### src/rtl/eth_tx_axis_arbiter.sv
`default_nettype none
// ============================================================================
//  Module   : eth_tx_axis_arbiter
//  Purpose  : Frame-granular round-robin arbiter that shares one AXI-Stream
//             TX datapath between NUM_SRC frame sources. The grant is locked
//             from the first beat to the tlast beat of a frame. The output
//             stage is registered. tkeep legality is checked on every
//             accepted beat.
//  Ports    : i_clk, i_reset_n (sync, active low)
//             i_s_tvalid/tdata/tkeep/tlast, o_s_tready : per-source slave side
//             o_m_tvalid/tdata/tkeep/tlast, i_m_tready : registered master side
//             o_grant (one-hot, 0 when idle), o_busy, o_err_keep (pulse)
//             o_frame_cnt, o_err_cnt : only with ETH_TX_ARB_STATS_EN defined
//  Options  : `define ETH_TX_ARB_STATS_EN adds per-source frame counters and
//             a saturating tkeep error counter.
//  Revision : 1.0 - initial release
// ============================================================================
module eth_tx_axis_arbiter #(
  parameter int NUM_SRC = 3,
  parameter int DATA_W  = 64
) (
  input  logic                         i_clk,
  input  logic                         i_reset_n,
  input  logic [NUM_SRC-1:0]           i_s_tvalid,
  input  logic [NUM_SRC*DATA_W-1:0]    i_s_tdata,
  input  logic [NUM_SRC*DATA_W/8-1:0]  i_s_tkeep,
  input  logic [NUM_SRC-1:0]           i_s_tlast,
  output logic [NUM_SRC-1:0]           o_s_tready,
  output logic                         o_m_tvalid,
  output logic [DATA_W-1:0]            o_m_tdata,
  output logic [DATA_W/8-1:0]          o_m_tkeep,
  output logic                         o_m_tlast,
  input  logic                         i_m_tready,
  output logic [NUM_SRC-1:0]           o_grant,
  output logic                         o_busy,
`ifdef ETH_TX_ARB_STATS_EN
  output logic [NUM_SRC*16-1:0]        o_frame_cnt,
  output logic [15:0]                  o_err_cnt,
`endif
  output logic                         o_err_keep
);

  localparam int KEEP_W = DATA_W / 8;
  localparam int IDX_W  = (NUM_SRC > 1) ? $clog2(NUM_SRC) : 1;
  localparam logic [IDX_W:0] NUM_SRC_W = (IDX_W+1)'(NUM_SRC);

  typedef enum logic [0:0] {
    ST_IDLE = 1'b0,
    ST_FWD  = 1'b1
  } state_t;

  state_t            state, state_nxt;
  logic [IDX_W-1:0]  grant_idx, grant_nxt, last_grant, rr_pick;
  logic [IDX_W:0]    rr_sum;
  logic              any_req;

  logic              sel_valid, sel_last;
  logic [DATA_W-1:0] sel_data;
  logic [KEEP_W-1:0] sel_keep, keep_inc;
  logic              fwd_ready, accept, keep_legal;

  // Round-robin search. Offsets are walked from farthest to nearest so the
  // requester closest after last_grant is the one left in rr_pick.
  always_comb begin
    rr_pick = last_grant;
    any_req = 1'b0;
    rr_sum  = '0;
    for (int i = NUM_SRC; i >= 1; i--) begin
      rr_sum = {1'b0, last_grant} + (IDX_W+1)'(i);
      if (rr_sum >= NUM_SRC_W) rr_sum = rr_sum - NUM_SRC_W;
      if (i_s_tvalid[rr_sum[IDX_W-1:0]]) begin
        any_req = 1'b1;
        rr_pick = rr_sum[IDX_W-1:0];
      end
    end
  end

  // Mux of the granted source's slave-side signals.
  always_comb begin
    sel_valid = 1'b0;
    sel_last  = 1'b0;
    sel_data  = '0;
    sel_keep  = '0;
    for (int k = 0; k < NUM_SRC; k++) begin
      if (grant_idx == IDX_W'(k)) begin
        sel_valid = i_s_tvalid[k];
        sel_last  = i_s_tlast[k];
        sel_data  = i_s_tdata[k*DATA_W +: DATA_W];
        sel_keep  = i_s_tkeep[k*KEEP_W +: KEEP_W];
      end
    end
  end

  // The output register can take a beat when empty or draining this cycle.
  assign fwd_ready = (state == ST_FWD) && (!o_m_tvalid || i_m_tready);
  assign accept    = fwd_ready && sel_valid;

  // Last beat: non-zero and contiguous from bit 0 (k & (k+1) == 0 wraps for
  // all ones). Non-last beats must be full.
  assign keep_inc   = sel_keep + KEEP_W'(1);
  assign keep_legal = sel_last ? ((sel_keep != '0) && ((sel_keep & keep_inc) == '0))
                               : (&sel_keep);

  // Next-state and per-state outputs.
  always_comb begin
    state_nxt  = state;
    grant_nxt  = grant_idx;
    o_s_tready = '0;
    o_grant    = '0;
    o_busy     = 1'b0;
    case (state)
      ST_IDLE: begin
        if (any_req) begin
          grant_nxt = rr_pick;
          state_nxt = ST_FWD;
        end
      end
      ST_FWD: begin
        o_busy             = 1'b1;
        o_grant[grant_idx] = 1'b1;
        if (fwd_ready) o_s_tready[grant_idx] = 1'b1;
        if (accept && sel_last) state_nxt = ST_IDLE;
      end
      default: state_nxt = ST_IDLE;
    endcase
  end

  always_ff @(posedge i_clk) begin
    if (!i_reset_n) begin
      state      <= ST_IDLE;
      grant_idx  <= '0;
      last_grant <= IDX_W'(NUM_SRC - 1);
      o_m_tvalid <= 1'b0;
      o_m_tdata  <= '0;
      o_m_tkeep  <= '0;
      o_m_tlast  <= 1'b0;
      o_err_keep <= 1'b0;
    end else begin
      state     <= state_nxt;
      grant_idx <= grant_nxt;
      if (accept && sel_last) last_grant <= grant_idx;
      if (accept) begin
        o_m_tvalid <= 1'b1;
        o_m_tdata  <= sel_data;
        o_m_tkeep  <= sel_keep;
        o_m_tlast  <= sel_last;
        o_err_keep <= !keep_legal;
      end else begin
        if (i_m_tready) o_m_tvalid <= 1'b0;
        o_err_keep <= 1'b0;
      end
    end
  end

`ifdef ETH_TX_ARB_STATS_EN
  logic [NUM_SRC*16-1:0] frame_cnt;
  logic [15:0]           err_cnt;

  always_ff @(posedge i_clk) begin
    if (!i_reset_n) begin
      frame_cnt <= '0;
      err_cnt   <= '0;
    end else begin
      for (int k = 0; k < NUM_SRC; k++) begin
        if (accept && sel_last && (grant_idx == IDX_W'(k)))
          frame_cnt[k*16 +: 16] <= frame_cnt[k*16 +: 16] + 16'd1;
      end
      if (o_err_keep && (err_cnt != 16'hFFFF)) err_cnt <= err_cnt + 16'd1;
    end
  end

  assign o_frame_cnt = frame_cnt;
  assign o_err_cnt   = err_cnt;
`endif

endmodule
`default_nettype wire

### config.mk
export PLATFORM = sky130hd
export DESIGN_NAME = eth_tx_axis_arbiter
export DESIGN_NICKNAME = d
export VERILOG_FILES = /design/src/rtl/eth_tx_axis_arbiter.sv
export SDC_FILE = /design/constraint.sdc
export NUM_CORES = 1
export LEC_CHECK = 0
export CAP_MARGIN = 10
export CORE_ASPECT_RATIO = 0.7
export CORE_MARGIN = 4
export CORE_UTILIZATION = 40
export CTS_CLUSTER_SIZE = 12
export DETAILED_ROUTE_END_ITERATION = 10
export PLACE_DENSITY = 0.95
export SLEW_MARGIN = 25
export SYNTH_ARGS = -nofsm -noshare
export SYNTH_HDL_FRONTEND = slang
export SYNTH_SLANG_ARGS = --single-unit
### constraint.sdc
create_clock -name i_clk -period 3.35 [get_ports i_clk]
set_input_delay 0.67 -clock i_clk [delete_from_list [all_inputs] [get_ports i_clk]]
set_output_delay 0.67 -clock i_clk [all_outputs]
set_load 0.1 [all_outputs]
Word level (Yosys, flattened, before mapping)
Index checks and enable logic that the tools add are counted.
Operators by class
  add/subtract/negate cells: 7
  magnitude comparators: 8
  reduce and logical (&&, ||, !) cells: 15
  multiplexer cells: 39
  bitwise operators: 2
  eq/ne operators: 2
Operator list (count)
  64-bit 2-to-1 mux: 3
  8-bit 2-to-1 mux: 3
  1-bit 2-to-1 mux: 19
  2-bit by 3-bit < comparator with 1-bit output (second input constant): 4
  2-bit 2-to-1 mux: 6
  3-bit by 2-bit greater-or-equal comparator with 1-bit output (second input constant): 3
  3-bit 2-to-1 mux: 3
  8-bit by 1-bit adder with 8-bit output (second input constant): 1
  8-bit AND: 1
  8-bit logical NOT: 1
  8-bit AND reduction: 1
  8-bit nonzero test: 1
  2-bit by 2-bit adder with 3-bit output (second input constant): 2
  1-bit binary-select mux with 2-bit select: 3
  2-bit subtractor (second input constant): 3
  1-bit logical AND: 5
  2-bit AND reduction: 2
  2-bit by 1-bit adder with 3-bit output (second input constant): 1
  1-bit demux with 2-bit select: 1
  2-bit by 1-bit == test with 1-bit output (second input constant): 1
  2-bit == test (second input constant): 1
  2-bit by 1-bit greater-or-equal comparator with 1-bit output (second input constant): 1
  1-bit logical NOT: 2
  2-bit logical NOT: 1
  other kinds (4): 4
Word-level totals
  word-level logic and storage cells: 81
  register bits: 80
  input bits: 225

Logic depth before layout (Yosys ltp)
  depth in word-level cells: 10
  mapped depth: 9
  mapped depth without buffers: 7

Worst setup path after synthesis
Ideal clock, no wire load.
  path kind: reg2out
  start: reg state
  end: out o_s_tready[0]
  path slack: -881 ps
  buffers on the path: 0
  stages on the path, launching flop included: 4
  arrival: 3561 ps
  cells stage by stage: dfxtp_1 -> nor2b_1 -> nor2b_1 -> and2_1
On the way
  cells in the longest elaborated chain, start to end: 3
Ends and longest elaborated chain
  start: declaration: line 52  | state_t state, state_nxt;
  start signal: assignment: line 139  | state <= state_nxt;
  1-bit logical AND: line 95  | assign fwd_ready = (state == ST_FWD) && (!o_m_tvalid || i_m_tready);
  3-bit 2-to-1 mux: line 121  | if (fwd_ready) o_s_tready[grant_idx] = 1'b1;
  3-bit 2-to-1 mux (*): line 111  | case (state)
  end: declaration: line 28  | output logic [NUM_SRC-1:0] o_s_tready,
Every way passes the cells marked *; elsewhere a longest branch is shown, timed or not.

Worst setup path in the final report
  start: in i_m_tready
  end: out o_s_tready[1]
On the way
  cells in the longest elaborated chain, start to end: 4
Ends and longest elaborated chain
  start: declaration: line 33  | input logic i_m_tready,
  1-bit logical OR: line 95
  1-bit logical AND: line 95
  3-bit 2-to-1 mux: line 121
  3-bit 2-to-1 mux: line 111
No other way between the ends.

==> impl_metrics.json <==
{
  "status": "completed",
  "antenna_found_initial": 0,
  "layout_commonest_cell": "clkdlybuf4s50_1",
  "holdWs_ns": 0.498,
  "grtUsageMet3_pct": 5.87,
  "clkPwrFrac_pct": 25.7,
  "irDropWorstVdd_mv": 0.349,
  "seq_power_share_pct": 28.1,
  "grt_util_met2_pct": 44.7,
  "worst_slew_pin_slew_ns": 0.975,
  "numCtsBuffers": 9,
  "ys_seq_area_share_pct": 34.3,
  "cap_violations": 0,
  "dr.pass1.iters": 5,
  "rsz0062_at_grt": "false",
  "clock-root-buffer": "clkbuf_16",
  "die_w_um": 137,
  "synth_top_area_cell": "dfxtp_1",
  "netlist_instances": 492,
  "max_freq_ghz": 0.399,
  "initial_core_util_pct": 41.7,
  "fin_skew_ns": 0.00680,
  "finalCriticalPeriod_ns": 2.50,
  "cp.required_ns": 2.68,
  "gr-usage-met1_pct": 23.3,
  "p_per_area_nw_per_um2": 531,
  "setup_viol": 0,
  "wire_per_inst_um": 18.0,
  "mostFrequentLayoutCells": "223 x clkdlybuf4s50_1, 89 x buf_4, 83 x mux2i_1",
  "syn2layout_area_growth_pct": 67.9,
  "place_congestion": 0.869,
  "nFillCells": 818,
  "drv_slew": 0,
  "grt_pass1_wl_um": 24800,
  "numPortBuffers": 306,
  "power.internal_mw": 2.41,
  "combPwrFrac_pct": 46.2,
  "coreArea_um2": 11200,
  "clock_latency_ns": 0.33,
  "min_path_type": "reg2reg",
  "antennaDiodeCount": 0,
  "finalHoldViolCount": 0,
  "fp.dieH_um": 98.4,
  "die_area_um2": 13500,
  "vias_per_cell": 5.43,
  "cts_setup_buffers": 0,
  "critPathKind": "in2out",
  "final_cell_area_um2": 7840,
  "switching_power_mw": 1.76,
  "vias": 5014,
  "io_pins": 307,
  "grt_use_total_pct": 22.8,
  "ctsResizeCount": 0,
  "p_leak_nw": 3.65,
  "synthTopCellsByArea": "dfxtp_1 34%, mux2i_1 18%, o211a_1 15%",
  "ys_warn_count": 0,
  "clkSlewWorstSetupHoldPaths_ns": 0.06,
  "ant_nets": 0,
  "clk_path_buf_depth": 2,
  "drt_iter0_markers": 228,
  "cts_hold_buf": 0,
  "synth_edf_count": 0,
  "std_cell_rows": 32,
  "cp_max_fo": 4,
  "drc": 0,
  "fin_crit_sh_pct": 74.7,
  "synth_area_um2": 4670,
  "yosys_register_bits": 80,
  "routed_wl_um": 16600,
  "drive_gt1_share_pct": 14.9,
  "cp-end-kind": "output pin",
  "top_usage_layer": "met2",
  "tritoncts": "built",
  "dpl.hpwl_um": 12900,
  "switching_share_pct": 42.2,
  "synthArstFlopShare_pct": 0,
  "grt-ovfl-total": 0,
  "synth_nets": 720,
  "htree_levels": 3,
  "synth.distinct_cells": 38,
  "relSlewSlack_pct": 35.0,
  "synthFlopType": "dfxtp_1",
  "layout.nets": 994,
  "grt_pass1_vias": 5084,
  "critPathLaunchType": "input pin",
  "crit_arrival_ns": 1.83,
  "clock_sinks": 80,
  "synth_area_per_cell_um2": 9.50,
  "placed_area_um2": 7510,
  "yosysTopAreaCellShare_pct": 34.3,
  "grt_max_degree": 100
}
==> flip-flops by register name, summed over array words and instances (netlist names) <==
register / flops
o_m_tdata: 64
last_grant: 2
o_err_keep: 1
state: 1
o_m_tlast: 1
grant_idx: 2
o_m_tvalid: 1
o_m_tkeep: 8
==> area by class of cell <==
cell class	count	area, um2	area share, %
Inverter	2	7.51	0.0957
Timing Repair Buffer	315	2950	37.5
Sequential cell	80	1610	20.5
Clock buffer	12	256	3.27
Clock inverter	4	75.1	0.957
Tap cell	153	191	2.44
Multi-Input combinational cell	358	2760	35.2
==> cell usage after synthesis (2+ instances only) <==
cell type,n
o21ai_0,4
o211ai_1,65
clkbuf_1,16
inv_1,2
o21ai_1,2
clkbuf_4,2
buf_2,19
nand3_1,7
dfxtp_1,80
a2bb2oi_1,4
nand2_1,78
mux2_2,2
a21oi_1,3
ha_1,3
nor2_1,2
buf_4,2
mux2i_1,83
nor2b_1,11
and2_1,3
nand2b_1,4
o21a_1,2
o211a_1,69
buf_6,12
o2bb2ai_1,3
==> path summary, 6_finish.rpt <==
path | start | endpoint | slack, ns | cells past startpoint
hold reg to reg | o_m_tdata[32] | o_m_tdata[32] | 0.50 | 1
setup reg to reg | last_grant[0] | grant_idx[1] | 1.09 | 7
setup / recovery | i_m_tready | o_s_tready[1] | 0.85 | 4
hold / removal | o_m_tdata[32] | o_m_tdata[32] | 0.50 | 1
==> power groups by stage <==
stage | Clock (mW) | Combinational [mW] | Sequential [mW]
6_report | 1.07 | 1.92 | 1.17
5_1_grt | 1.14 | 2.00 | 1.18
4_1_cts | 1.11 | 1.93 | 1.17
3_5_place_dp | 0 | 1.93 | 1.19
3_3_place_gp | 0 | 1.89 | 1.18
2_1_floorplan | 0 | 0.608 | 1.95
==> critical path, cell delays in order <==
cell and delay (ns):
clkdlybuf4s50_1 0.48, nand2b_1 0.21, and3_1 0.19, buf_4 0.29
==> stage by stage <==
step / instances / TNS [ns] / worst slack, ns / utilization (%) / total power [mW]
after global placement: 908 / 0 / 0.863 / 67.0 / 3.08
final: 924 / 0 / 0.846 / 70.0 / 4.17
after floorplan: 492 / -0.317 / -0.317 / - / 2.56
after global routing: 924 / 0 / 0.772 / 70.0 / 4.33
after CTS: 924 / 0 / 0.834 / 70.0 / 4.21
after detailed placement: 908 / 0 / 0.704 / 67.0 / 3.12
==> cells by family (layout without fill, tap and decap cells) <==
kind of cell | count (synthesis) | in the layout | share of synthesized area, %
adder cells (fa/ha/maj) | 3 | 3 | 0.804
AND/OR/NAND/NOR | 109 | 109 | 10.1
buffers and inverters | 54 | 333 | 7.10
flip-flops | 80 | 80 | 34.3
AO/OA/AOI/OAI | 161 | 161 | 29.4
multiplexers | 85 | 85 | 18.3
==> layer usage <==
layer  part of all wire [%]  vias to the layer above
met1                     35                     2337
li1                       -                     2399
met5                      0                        -
met4                    2.1                        0
met2                     54                      247
met3                    8.8                       31
No activity file was read; power rests on OpenSTA's default activity.
